[config.mk]
export PLATFORM = sky130hd
export DESIGN_NAME = apb_master
export DESIGN_NICKNAME = d
export VERILOG_FILES = /design/src/rtl/apb_master_pkg.sv /design/src/rtl/apb_wait_timer.sv /design/src/rtl/apb_master.sv
export SDC_FILE = /design/constraint.sdc
export NUM_CORES = 1
export LEC_CHECK = 0
export ABC_AREA = 1
export ABC_CLOCK_PERIOD_IN_PS = 1500
export CAP_MARGIN = 0
export CORE_ASPECT_RATIO = 0.8
export CORE_MARGIN = 10
export CORE_UTILIZATION = 38
export CTS_BUF_LIST = sky130_fd_sc_hd__clkbuf_4 sky130_fd_sc_hd__clkbuf_8
export DETAILED_ROUTE_END_ITERATION = 8
export GPL_TIMING_DRIVEN = 0
export HOLD_SLACK_MARGIN = 0.15
export PLACE_DENSITY = 0.79
export SYNTH_ARGS = -nofsm -noshare
export SYNTH_HDL_FRONTEND = slang
export SYNTH_SLANG_ARGS = --single-unit
[constraint.sdc]
create_clock -name pclk -period 1.5 [get_ports pclk]
set_clock_uncertainty 0.2 [all_clocks]
set_input_delay 0.3 -clock pclk [delete_from_list [all_inputs] [get_ports pclk]]
set_output_delay 0.3 -clock pclk [all_outputs]
set_load 0.01 [all_outputs]
[src/rtl/apb_master_pkg.sv]
// Shared types for the APB requester: bus widths, request bundle, FSM states.
// Also hosts the wait-counter width helper used by the timer.
package apb_master_pkg;

  localparam int unsigned ADDR_W = 10;
  localparam int unsigned DATA_W = 32;

  typedef logic [ADDR_W-1:0] addr_t;
  typedef logic [DATA_W-1:0] data_t;

  typedef enum logic {
    APB_READ  = 1'b0,
    APB_WRITE = 1'b1
  } apb_rw_t;

  typedef struct packed {
    addr_t   paddr;
    apb_rw_t pwrite;
    data_t   pwdata;
  } apb_req_t;

  typedef logic [1:0] apb_state_t;

  localparam apb_state_t ST_IDLE   = 2'd0;
  localparam apb_state_t ST_SETUP  = 2'd1;
  localparam apb_state_t ST_ACCESS = 2'd2;

  localparam int unsigned APB_TIMEOUT_DEFAULT = 16;

  // A disabled timeout still needs a 1-bit counter to stay legal.
  function automatic int unsigned wait_cnt_w(int unsigned limit);
    return (limit == 0) ? 1 : $clog2(limit + 1);
  endfunction

endpackage

[src/rtl/apb_wait_timer.sv]
// Saturating ACCESS wait counter with clear/enable.
// Flags when the count sits on the last allowed wait cycle.
module apb_wait_timer
  import apb_master_pkg::*;
#(
  parameter int unsigned LIMIT = APB_TIMEOUT_DEFAULT,
  parameter int unsigned W     = wait_cnt_w(LIMIT)
) (
  input  logic clk,
  input  logic rst_n,
  input  logic i_clr,
  input  logic i_en,
  output logic o_hit
);

  localparam logic [W-1:0] HIT_VAL =
    (LIMIT == 0) ? '0 : W'(LIMIT - 1);
  localparam logic [W-1:0] MAX_VAL = '1;

  logic [W-1:0] r_cnt;

  always_ff @(posedge clk) begin
    if (!rst_n) begin
      r_cnt <= '0;
    end else if (i_clr) begin
      r_cnt <= '0;
    end else if (i_en && (r_cnt != MAX_VAL)) begin
      r_cnt <= r_cnt + W'(1);
    end
  end

  assign o_hit = (LIMIT != 0) && (r_cnt == HIT_VAL);

endmodule

[src/rtl/apb_master.sv]
// Single-outstanding APB requester: IDLE -> SETUP -> ACCESS with
// optional ACCESS timeout and a one-cycle registered response pulse.
module apb_master
  import apb_master_pkg::*;
#(
  parameter int unsigned TIMEOUT_CYCLES = APB_TIMEOUT_DEFAULT
) (
  input  logic     pclk,
  input  logic     presetn,
  input  logic     req_valid,
  output logic     req_ready,
  input  apb_req_t req_i,
  output logic     rsp_valid,
  output data_t    rsp_rdata,
  output logic     rsp_timeout,
  output logic     psel,
  output logic     penable,
  output logic     pwrite,
  output addr_t    paddr,
  output data_t    pwdata,
  input  data_t    prdata,
  input  logic     pready
);

  apb_state_t r_state;
  logic       r_psel;
  logic       r_penable;
  logic       r_pwrite;
  addr_t      r_paddr;
  data_t      r_pwdata;
  logic       r_rsp_valid;
  data_t      r_rsp_rdata;
  logic       r_rsp_timeout;

  logic w_idle;
  logic w_setup;
  logic w_access;
  logic w_accept;
  logic w_hit;

  assign w_idle   = (r_state == ST_IDLE);
  assign w_setup  = (r_state == ST_SETUP);
  assign w_access = (r_state == ST_ACCESS);
  assign w_accept = w_idle && req_valid;

  apb_wait_timer #(
    .LIMIT (TIMEOUT_CYCLES)
  ) u_timer (
    .clk   (pclk),
    .rst_n (presetn),
    .i_clr (w_accept),
    .i_en  (w_access && !pready),
    .o_hit (w_hit)
  );

  always_ff @(posedge pclk) begin
    if (!presetn) begin
      r_state       <= ST_IDLE;
      r_psel        <= 1'b0;
      r_penable     <= 1'b0;
      r_pwrite      <= 1'b0;
      r_paddr       <= '0;
      r_pwdata      <= '0;
      r_rsp_valid   <= 1'b0;
      r_rsp_rdata   <= '0;
      r_rsp_timeout <= 1'b0;
    end else begin
      r_rsp_valid <= 1'b0;
      unique case (1'b1)
        w_idle: begin
          if (req_valid) begin
            r_state   <= ST_SETUP;
            r_psel    <= 1'b1;
            r_penable <= 1'b0;
            r_paddr   <= req_i.paddr;
            r_pwrite  <= req_i.pwrite;
            r_pwdata  <= req_i.pwdata;
          end
        end
        w_setup: begin
          r_state   <= ST_ACCESS;
          r_penable <= 1'b1;
        end
        w_access: begin
          // pready wins over a timeout landing in the same cycle
          if (pready) begin
            r_state       <= ST_IDLE;
            r_psel        <= 1'b0;
            r_penable     <= 1'b0;
            r_rsp_valid   <= 1'b1;
            r_rsp_rdata   <= r_pwrite ? '0 : prdata;
            r_rsp_timeout <= 1'b0;
          end else if (w_hit) begin
            r_state       <= ST_IDLE;
            r_psel        <= 1'b0;
            r_penable     <= 1'b0;
            r_rsp_valid   <= 1'b1;
            r_rsp_rdata   <= '0;
            r_rsp_timeout <= 1'b1;
          end
        end
        default: begin
          r_state   <= ST_IDLE;
          r_psel    <= 1'b0;
          r_penable <= 1'b0;
        end
      endcase
    end
  end

  assign req_ready   = w_idle;
  assign psel        = r_psel;
  assign penable     = r_penable;
  assign pwrite      = r_pwrite;
  assign paddr       = r_paddr;
  assign pwdata      = r_pwdata;
  assign rsp_valid   = r_rsp_valid;
  assign rsp_rdata   = r_rsp_rdata;
  assign rsp_timeout = r_rsp_timeout;

endmodule

==> results_dict.tcl <==
set metrics [dict create \
    drive_gt1_share_pct 26.4 \
    r2r-end "u_timer.r_cnt[1]" \
    synth_cell_types 25 \
    reg2reg_depth 10 \
    synth_most_common_cell "nand2_1" \
    gp_congestion 0.803 \
    final-hold-violation-count 0 \
    whs_ps 199 \
    grt_pass1_wl_um 16100 \
    multiInputGateArea_sq_um 1470 \
    cp.arrival_ps 1800 \
    core_sq_um 8410 \
    p_per_area_nw_per_um2 897 \
    clkTransAtPathRegs_ps 100 \
    postLayoutCoreUtil_pct 64.3 \
    status "complete, but fails checks" \
    dr.pass1.iters 4 \
    synth-main-ff-cell "dfxtp_1" \
    fin_nets 656 \
    fin_crit_sh_pct 115 \
    cts_tree "done" \
    cap_violations 0 \
    ys_ff_latch 85 \
    crit_type "register to register" \
    grt_pass1_vias 3266 \
    synth_area_leaders "dfxtp_1 (52%), nand2_1 (20%), nand3_1 (5.5%)" \
    synth_top_area_share_pct 52.2 \
    first_iter_violations 108 \
    r2r_setup_slack_ps -230 \
    reg2reg_from "u_timer.r_cnt[1]" \
    min_from "presetn" \
    fillers 710 \
    dpl_cell_area_sq_um 4990 \
    final_area_sq_um 5410 \
    h-tree-depth 3 \
    regArea_sq_um 1710 \
    grt_max_degree 17 \
    area_growth_syn_to_layout_pct 65.8 \
    clkLatencyLatePin_ps 350 \
    synthesis.nets 474 \
    port_buffers 157 \
    violations "negative setup slack" \
    hp-class "input pin to register" \
    cp_max_fo 5 \
    ys_async_sr_fraction_pct 0 \
    endpoint_kind "register" \
    rsz0062_at_grt "true" \
    netlist_instances 392 \
    drc 0 \
    finalPower_uw 4850 \
    gr-usage-all-layers_pct 15.9 \
    clockRootBuffer "clkbuf_8" \
    routedWlPerCell_um 15.4 \
    cts.sinks 85 \
    fp.dieW_um 124 \
    cts.path.max_buffers 2 \
    rows 30 \
    ios 159 \
    final.min_clock_period_ps 1730 \
    dpl.hpwl_um 7830 \
    cp-endpoint "u_timer.r_cnt[1]" \
    synth.yosys.warnings 0 \
    die_y_um 103 \
    cp-start-kind "register" \
    antenna_found_initial 0 \
    setup_viol 40 \
    gr-total-overflow 0 \
    die_area_sq_um 12700 \
    maxSlewViolCount 0 \
    n_antenna_cell 0 \
    ys_seq_area_share_pct 52.2 \
    max_slew.worst_pin.slew_ps 585 \
    synthesis.area_sq_um 3260 \
    dp_cells 661 \
    finalNonFillerCells 691 \
    drt-vias-per-instance 4.60 \
    start_util_pct 38.8 \
    p_leak_uw 0.00246 \
    totalWireLength_um 10600 \
    crit_start "u_timer.r_cnt[1]" \
    ant_nets 0 \
    slew-limit-headroom_pct 61.0 \
    numCtsBuffers 9 \
    via_count 3178 \
    max_freq_mhz 579 \
    synth.avg_cell_area_sq_um 8.32 \
    synth.largest_area_cell "dfxtp_1" \
    synth_common_cells "nand2_1 (170), dfxtp_1 (85), nand3_1 (36), o21ai_2 (20), buf_6 (13)" \
    peakVddDrop_mv 0.551 \
    worst_slack_ps -228 \
    crit_required_ps 1570 \
    synth_edf_count 0 \
]
registers in the layout (all words and copies together) (netlist names), 2 cells and up:
signal	cells
r_state	2
u_timer.r_cnt	5
rsp_rdata	32
pwdata	32
paddr	10
timing repair:
item	4_1_cts	5_1_grt
pin swaps	27	7
endpoints found under the hold margin	6	0
endpoints found under the setup margin	120	148
gates cloned	3	1
resized for setup	141	93
setup buffers	6	2
hold buffers	2	0
area by class of cell:
cell class	instances	area share, %
tap	112	2.59
clock inverter	7	1.46
clock buffer	9	2.29
timing repair buffer	171	29.5
buffer	21	4.07
sequential	85	31.7
inverter	14	1.20
multi-input combinational	272	27.2
report_power, final:
group | total, uW | switching [uW] | leakage (uW) | internal, uW
logic | 760 | 358 | 0.00166 | 402
registers | 2410 | 56.2 | 0.000696 | 2350
clock network | 1680 | 885 | 0.000105 | 795
critical path, cell delays in order (launching register included):
cell and delay, ps:
dfxtp_4 360, ha_4 160, nand2_4 70, nor2_4 40, buf_4 140, ha_4 160, nor2_4 150, nand2_4 90
inv_4 100, nand2_2 50, a21oi_2 130
worst min path at each step:
stage | to | slack (ps) | cells past startpoint
after global placement | paddr[5] | 240 | 2
after detailed placement | pwdata[3] | 240 | 2
final | pwrite | 200 | 5
after floorplan | rsp_timeout | 200 | 1
after global routing | rsp_rdata[0] | 210 | 3
after CTS | rsp_rdata[31] | 180 | 3
logic make-up (layout without fill, tap and decap cells):
family,Yosys count,after routing,synth area share [%]
buf+inv,35,222,8.10
compound gates,37,37,7.98
flops,85,85,52.2
fa+ha+maj,3,3,1.15
xor+xnor,1,1,0.269
simple gates,231,231,30.3
placed cells by master (no fill, tap or decap), types with 3 or more instances in the layout:
cell	n
buf_12	3
buf_1	3
nand3_1	24
nand3_2	12
nand2_2	12
nor2_4	5
o21ai_1	3
inv_4	3
inv_6	5
nor2_1	6
o21ai_2	28
clkbuf_2	22
nand2_4	4
clkdlybuf4s15_2	3
buf_2	3
dlygate4sd2_1	13
buf_4	8
clkbuf_8	9
clkdlybuf4s15_1	40
buf_6	17
dfxtp_1	79
nand2_1	166
ha_4	3
clkdlybuf4s50_1	77
dfxtp_2	4
inv_1	8
metrics by stage:
stage	TNS [ps]	setup slack (ps)
final	-7730	-228
after detailed placement	-16040	-331
after global placement	-14840	-328
after CTS	-12660	-260
after global routing	-10710	-302
after floorplan	-3610	-122
per-layer routing:
metal	vias to the layer above	share of wire, %	global-route usage [%]
met1	1448	39	16.3
met3	10	14	10.2
met4	0	0.54	3.22
li1	1597	-	-
met2	123	46	27.0
met5	-	0	0
(Power assumes the default switching activity.)
